$ cat config.mk
export PLATFORM = sky130hd
export DESIGN_NAME = seven_segment_capture
export DESIGN_NICKNAME = d
export VERILOG_FILES = /design/src/rtl/seven_segment_capture.sv
export SDC_FILE = /design/constraint.sdc
export NUM_CORES = 1
export LEC_CHECK = 0
export BUFFER_PORTS_ARGS = -buffer_cell sky130_fd_sc_hd__buf_2
export CORE_MARGIN = 5
export CORE_UTILIZATION = 30
export DETAILED_ROUTE_END_ITERATION = 16
export HOLD_SLACK_MARGIN = 0.05
export RECOVER_POWER = 50
export SYNTH_ARGS = -nofsm -noshare
export SYNTH_HDL_FRONTEND = slang
export SYNTH_SLANG_ARGS = --single-unit
$ cat constraint.sdc
create_clock -name clk -period 2.5 [get_ports clk]
set_clock_uncertainty 0.05 [all_clocks]
set_input_delay 0.5 -clock clk [delete_from_list [all_inputs] [get_ports clk]]
set_output_delay 0.5 -clock clk [all_outputs]
set_load 0.02 [all_outputs]
$ cat src/rtl/seven_segment_capture.sv
// Reconstructs a 32-bit hex value by observing a multiplexed seven-segment display bus.
// Optional saturating error counter port enabled by SEVEN_SEGMENT_CAPTURE_ERRCNT_EN.
module seven_segment_capture #(
    parameter int STABLE_CYCLES = 4
) (
    input  logic        clk,
    input  logic        rst,
    input  logic [6:0]  cat,
    input  logic [7:0]  an,
    output logic [31:0] val,
    output logic [7:0]  digit_valid,
    output logic        frame_done,
    output logic        decode_err
`ifdef SEVEN_SEGMENT_CAPTURE_ERRCNT_EN
    ,
    output logic [7:0]  err_count
`endif
);

    localparam logic [15:0] CNT_MAX  = 16'(STABLE_CYCLES);
    localparam logic [15:0] CNT_FIRE = 16'(STABLE_CYCLES - 1);

    logic [6:0]  r_cat_meta, r_cat_sync;
    logic [7:0]  r_an_meta, r_an_sync;
    logic [14:0] r_prev;
    logic [15:0] r_cnt;
    logic [7:0]  r_seen;
    logic [31:0] r_val;
    logic [7:0]  r_digit_valid;
    logic        r_frame_done;
    logic        r_decode_err;

    logic [7:0]  w_dmask;
    logic        w_onehot;
    logic        w_same;
    logic        w_capture;
    logic [7:0]  w_cap_mask;
    logic [6:0]  w_cap_pat;
    logic [7:0]  w_seen_next;
    logic        w_known;
    logic [3:0]  w_nibble;

    // The capture acts on r_prev: it holds the sample that completed the stable run,
    // even if the live sample has already moved on by the time the counter fires.
    always_comb begin
        w_dmask     = ~r_an_sync;
        w_onehot    = (w_dmask != 8'h00) && ((w_dmask & (w_dmask - 8'd1)) == 8'h00);
        w_same      = ({r_cat_sync, r_an_sync} == r_prev);
        w_capture   = (r_cnt == CNT_FIRE);
        w_cap_mask  = ~r_prev[7:0];
        w_cap_pat   = ~r_prev[14:8];
        w_seen_next = r_seen | w_cap_mask;
    end

    always_comb begin
        // NOTE: defaults first so every path assigns both outputs and no latch is inferred.
        w_known  = 1'b1;
        w_nibble = 4'h0;
        case (w_cap_pat)
            7'h3F: w_nibble = 4'h0;
            7'h06: w_nibble = 4'h1;
            7'h5B: w_nibble = 4'h2;
            7'h4F: w_nibble = 4'h3;
            7'h66: w_nibble = 4'h4;
            7'h6D: w_nibble = 4'h5;
            7'h7D: w_nibble = 4'h6;
            7'h07: w_nibble = 4'h7;
            7'h7F: w_nibble = 4'h8;
            7'h6F: w_nibble = 4'h9;
            7'h77: w_nibble = 4'hA;
            7'h7C: w_nibble = 4'hB;
            7'h39: w_nibble = 4'hC;
            7'h5E: w_nibble = 4'hD;
            7'h79: w_nibble = 4'hE;
            7'h71: w_nibble = 4'hF;
            default: w_known = 1'b0;
        endcase
    end

    // NOTE: non-blocking assignments keep every register sampling pre-edge values.
    always_ff @(posedge clk) begin
        if (rst) begin
            r_cat_meta    <= '1;
            r_cat_sync    <= '1;
            r_an_meta     <= '1;
            r_an_sync     <= '1;
            r_prev        <= '1;
            r_cnt         <= '0;
            r_seen        <= '0;
            r_val         <= '0;
            r_digit_valid <= '0;
            r_frame_done  <= 1'b0;
            r_decode_err  <= 1'b0;
        end else begin
            r_cat_meta <= cat;
            r_cat_sync <= r_cat_meta;
            r_an_meta  <= an;
            r_an_sync  <= r_an_meta;
            r_prev     <= {r_cat_sync, r_an_sync};

            if (!w_same || !w_onehot) begin
                r_cnt <= '0;
            end else if (r_cnt != CNT_MAX) begin
                r_cnt <= r_cnt + 16'd1;
            end

            r_frame_done <= 1'b0;
            if (w_capture) begin
                if (w_known) begin
                    for (int k = 0; k < 8; k++) begin
                        if (w_cap_mask[k]) begin
                            r_val[4*k +: 4] <= w_nibble;
                        end
                    end
                    r_digit_valid <= r_digit_valid | w_cap_mask;
                    if (w_seen_next == 8'hFF) begin
                        r_frame_done <= 1'b1;
                        r_seen       <= '0;
                    end else begin
                        r_seen <= w_seen_next;
                    end
                end else begin
                    r_decode_err <= 1'b1;
                end
            end
        end
    end

`ifdef SEVEN_SEGMENT_CAPTURE_ERRCNT_EN
    logic [7:0] r_err_count;

    always_ff @(posedge clk) begin
        if (rst) begin
            r_err_count <= '0;
        end else if (w_capture && !w_known && (r_err_count != 8'hFF)) begin
            r_err_count <= r_err_count + 8'd1;
        end
    end

    assign err_count = r_err_count;
`endif

    assign val         = r_val;
    assign digit_valid = r_digit_valid;
    assign frame_done  = r_frame_done;
    assign decode_err  = r_decode_err;

endmodule

---- Word level (Yosys, flattened, before mapping) ----
Cells that the tools add are included.
word-level totals
  register bits ........................... 111
  latch bits .............................. 0
  memory bits (writable) .................. 0
  memory bits (read-only) ................. 0
  bits of input ports ..................... 17
  memories kept ........................... 0
cells by class
  $add $sub $neg .......................... 2
  multiply operators ...................... 0
  div/mod/pow operators ................... 0
  $lt $le $gt $ge ......................... 0
  equality and inequality tests ........... 20
  shift operators ......................... 0
  mux-type cells .......................... 4
  bitwise gates (word level) .............. 8
  reductions and logical operators ........ 19
operator list
  operator                 number
  $eq A7 B7 Y1 const B     12
  $pmux W4 S15             1
  $reduce_and A3 Y1        8
  $add A16 B1 Y16 const B  1
  $eq A16 B2 Y1 const B    1
  $ne A16 B3 Y1 const B    1
  $not A8 Y8               2
  $or A8 B8 Y8             2
  $reduce_or A16 Y1        1
  $eq A15 B15 Y1           1
  $eq A7 B3 Y1 const B     2
  $eq A7 B6 Y1 const B     2
  $and A8 B8 Y8            1
  $eq A8 B8 Y1 const B     1
  $logic_not A8 Y1         1
  $mux W8                  1
  $reduce_bool A8 Y1       1
  $sub A8 B1 Y8 const B    1
  $not A7 Y7               1
  $reduce_and A2 Y1        2
  $reduce_or A3 Y1         1
  $logic_not A1 Y1         2
  $mux W1                  2
  $not A1 Y1               2
  3 further kinds          3

---- Logic depth before layout (Yosys ltp) ----
  depth after elaboration ................. 8
  depth in mapped cells ................... 8
  depth with buffers taken out ............ 7

---- Least setup slack after synthesis ----
No wires, ideal clock.
  kind .................................... reg-to-reg
  start ................................... reg r_prev[14]
  end ..................................... reg r_val[19] (netlist: val[19])
  data arrival time ....................... 2.026 ns
  required time ........................... 2.364 ns
  slack ................................... 0.339 ns
  stages on the path, launching flop included .. 7
  buffers on the path ..................... 1
  cells stage by stage .................... dfxtp_1 or3b_1 a2111oi_4 nor2_2 buf_6 a311o_1 a211oi_1
on the way
  longest elaborated chain between the ends .. 5
RTL lines
  item                                  RTL line  RTL
  from (decl)                           25        logic [14:0] r_prev;
  from (signal assigned)                99        r_prev <= {r_cat_sync, r_an_sync};
  $not A7 Y7 *                          51        w_cap_pat = ~r_prev[14:8];
  $eq A7 B7 Y1 (tied with other cells)  59        case (w_cap_pat)
  $reduce_or A16 Y1 (no source line)    --
  $mux W1                               59
  $reduce_and A3 Y1 (no source line)    --
  to (signal, indexed assignment)       112       r_val[4*k +: 4] <= w_nibble;
  to (decl)                             28        logic [31:0] r_val;
Every way passes the cells marked *; elsewhere a longest branch is shown, timed or not.
A chain may end at the register's enable or synchronous reset.

---- Worst setup path in the final report ----
  start ................................... reg r_prev[11]
  end ..................................... reg r_val[13] (netlist: val[13])
Same word-level chain as after synthesis.

==> results.sh <==
export IMPL_path_clk_slew_ns=0.07
export IMPL_synth_seq_cells=111
export IMPL_cts_path_max_buffers=2
export IMPL_wl_per_cell_um=14.98
export IMPL_std_cell_rows=45
export IMPL_slew_headroom_pct=27.53
export IMPL_synth_cells=469
export IMPL_hp_class="input pin to register"
export IMPL_initial_core_util_pct=30.48
export IMPL_wl_um=11000
export IMPL_drc=0
export IMPL_maxSlewViolCount=0
export IMPL_maxCapViolations=0
export IMPL_rsz0062_at_grt="no"
export IMPL_die_x_um=134.3
export IMPL_synth_flop_cell="dfxtp_1"
export IMPL_cts_buffers=9
export IMPL_worstMarginPinSlew_ns=1.087
export IMPL_final_common_cell="dfxtp_1"
export IMPL_synth_top_family_by_area="simple AND/OR/NAND/NOR gates"
export IMPL_synthMuxAreaShare_pct=3.916
export IMPL_final_cells=734
export IMPL_fp_dieH_um=134.3
export IMPL_critical_path_max_stage_delay_ns=0.48
export IMPL_setup_viol=0
export IMPL_syn_area_per_cell_um2=9.879
export IMPL_yosysSeqAreaShare_pct=47.96
export IMPL_grt_pass1_vias=3571
export IMPL_synth_edf_count=0
export IMPL_synth_xor_area_share_pct=4.915
export IMPL_crit_top_cell="buf_4"
export IMPL_period_share_pct=92.96
export IMPL_cts_tree="built"
export IMPL_die_area_um2=18030
export IMPL_core_area_um2=15200
export IMPL_grt_pass1_wl_um=18280
export IMPL_arrival_ns=2.52
export IMPL_finalHoldViolations=0
export IMPL_clk_latency_ns=0.35
export IMPL_synth_compound_area_share_pct=16.74
export IMPL_yosys_warnings=0
export IMPL_cp_max_fo=8
export IMPL_path_class="register to register"
export IMPL_vias=3640
export IMPL_root_buffer="clkbuf_16"
export IMPL_grt_start_max_net_pins=39
export IMPL_hold_start="an[0]"
export IMPL_ys_async_sr_fraction_pct=0
export IMPL_dr_pass1_iters=5
export IMPL_syn_area_um2=4633
export IMPL_grt_overflow=0
export IMPL_ctsHoldBuffers=0
export IMPL_power_mw=3.492
export IMPL_critical_path_top_delay_family="compound AO/OA/AOI/OAI gates"
export IMPL_end_kind="register"
export IMPL_synthToLayoutAreaGrowth_pct=20.01
export IMPL_place_congestion=0.8354
export IMPL_final_cell_mix="dfxtp_1, or2_2, clkbuf_1"
export IMPL_seqCellArea_um2=2226
export IMPL_cp_slowest_cell="dfxtp_1"
export IMPL_layout_min_cycle_time_ns=2.324
export IMPL_grtUsageTotal_pct=12.57
export IMPL_numClockSinks=111
export IMPL_dp_cells=716
export IMPL_n_fill_cell=1553
export IMPL_finalNetCount=560
export IMPL_synth_net_count=488
export IMPL_yosys_area_share_simple_pct=21.74
export IMPL_dp_hpwl_um=7864
export IMPL_vias_per_cell=4.959
export IMPL_io_pins=59
export IMPL_critPathLaunch="r_prev[11]$_SDFF_PP1_"
export IMPL_outcome="complete, no violations"
export IMPL_multi_input_area_um2=2242
export IMPL_crit_buf_inv=3
export IMPL_cts_htree_levels=3
export IMPL_numPortBuffers=58
export IMPL_clock_fmax_ghz=0.4303
export IMPL_synth_adder_area_share_pct=0.5401
export IMPL_vdd_ir_drop_max_mv=0.4281
export IMPL_total_leakage_power_nw=2.070
export IMPL_crit_required_ns=2.69
export IMPL_setup_tns_ns=0
export IMPL_path_cells="buf_4 -> nor4bb_1 -> o31ai_1 -> and3_1 -> buf_4 -> a311oi_1 -> buf_4 -> o221a_2"
export IMPL_diodes=0
export IMPL_synth_cell_types=63
export IMPL_power_density_nw_per_um2=628.1
export IMPL_drtAntennaViolNets=0
export IMPL_antenna_found_initial=0
export IMPL_holdWs_ns=0.2819
export IMPL_r2r_start="r_prev[11]$_SDFF_PP1_"
export IMPL_drtIter0Drc=180
export IMPL_cp_start_kind="register"
export IMPL_drive_gt1_share_pct=25.82
[worst paths after layout]
check                           slack [ns]                 endpoint  depth (start not counted)
worst max-delay path                  0.18     val[13]$_SDFFE_PP0P_                          8
worst min-delay path                  0.28  r_an_meta[0]$_SDFF_PP1_                          2
worst max register to register        0.18     val[13]$_SDFFE_PP0P_                          8
worst min register to register        0.36  r_an_sync[3]$_SDFF_PP1_                          1
[flip-flops by register name, summed over array words and instances (netlist names), 7 cells and up]
register	count
r_cnt	16
r_cat_meta	7
r_cat_sync	7
r_an_meta	8
r_prev	15
r_seen	8
r_an_sync	8
val	32
digit_valid	8
[timing repair]
item / CTS / global route
buffers inserted: 0 / 1
resized for setup: 0 / 8
setup endpoints to repair: 0 / 43
[cell usage after synthesis, types with 3 or more instances]
cell type | n | area, um2
dfxtp_1 | 111 | 2222
or2_2 | 47 | 294.0
nand2_1 | 28 | 105.1
nor3_1 | 28 | 140.1
inv_1 | 18 | 67.56
clkbuf_1 | 17 | 63.81
mux2i_1 | 17 | 170.2
o21a_1 | 16 | 120.1
nand3_1 | 13 | 65.06
nor2_1 | 13 | 48.80
xnor2_1 | 13 | 113.9
xor2_1 | 13 | 113.9
a2111oi_0 | 10 | 87.58
a211oi_1 | 8 | 60.06
a311o_1 | 8 | 80.08
o221a_2 | 8 | 90.09
and3_1 | 6 | 37.54
nand2b_1 | 6 | 37.54
o21ai_0 | 6 | 30.03
a21oi_1 | 5 | 25.02
buf_2 | 5 | 25.02
nand4_1 | 5 | 31.28
a311oi_1 | 4 | 35.03
a311oi_2 | 4 | 60.06
nor2b_1 | 4 | 25.02
o22ai_1 | 4 | 25.02
buf_4 | 3 | 22.52
nand3b_1 | 3 | 22.52
nor4_1 | 3 | 18.77
[through the flow]
step,utilization (%),setup WS (ns),area (um2)
4_1_cts,36.65,0.01295,5572
6_report,36.58,0.1759,5560
2_1_floorplan,-,0.3385,4633
5_1_grt,36.58,0.01346,5560
3_5_place_dp,34.54,0.02546,5251
3_3_place_gp,34.54,0.09160,5251
[cell type report]
cell class | instances | share of cell area [%]
Clock buffer | 9 | 4.050
Clock inverter | 7 | 1.710
Inverter | 19 | 1.283
Multi-Input combinational cell | 314 | 40.32
Sequential cell | 111 | 40.03
Tap cell | 188 | 4.230
Timing Repair Buffer | 86 | 8.371
[report_power, final]
group          switching, mW  internal (mW)
logic                 0.0753         0.0670
registers             0.0272           1.80
clock network          0.645          0.882
total                  0.747           2.74
[cell families after synthesis]
group	after synthesis
AO/OA/AOI/OAI	90
buffers and inverters	45
AND/OR/NAND/NOR	177
multiplexers	18
XOR/XNOR	26
adder cells (fa/ha/maj)	2
flip-flops	111
[metal layers]
layer,global-route usage [%],up-vias,routed length [um]
li1,-,1841,-
met1,17.32,1705,5298
met2,19.39,81,4954
met3,2.213,13,543
met4,5.317,0,201
met5,0,-,0
(Power assumes the default switching activity.)
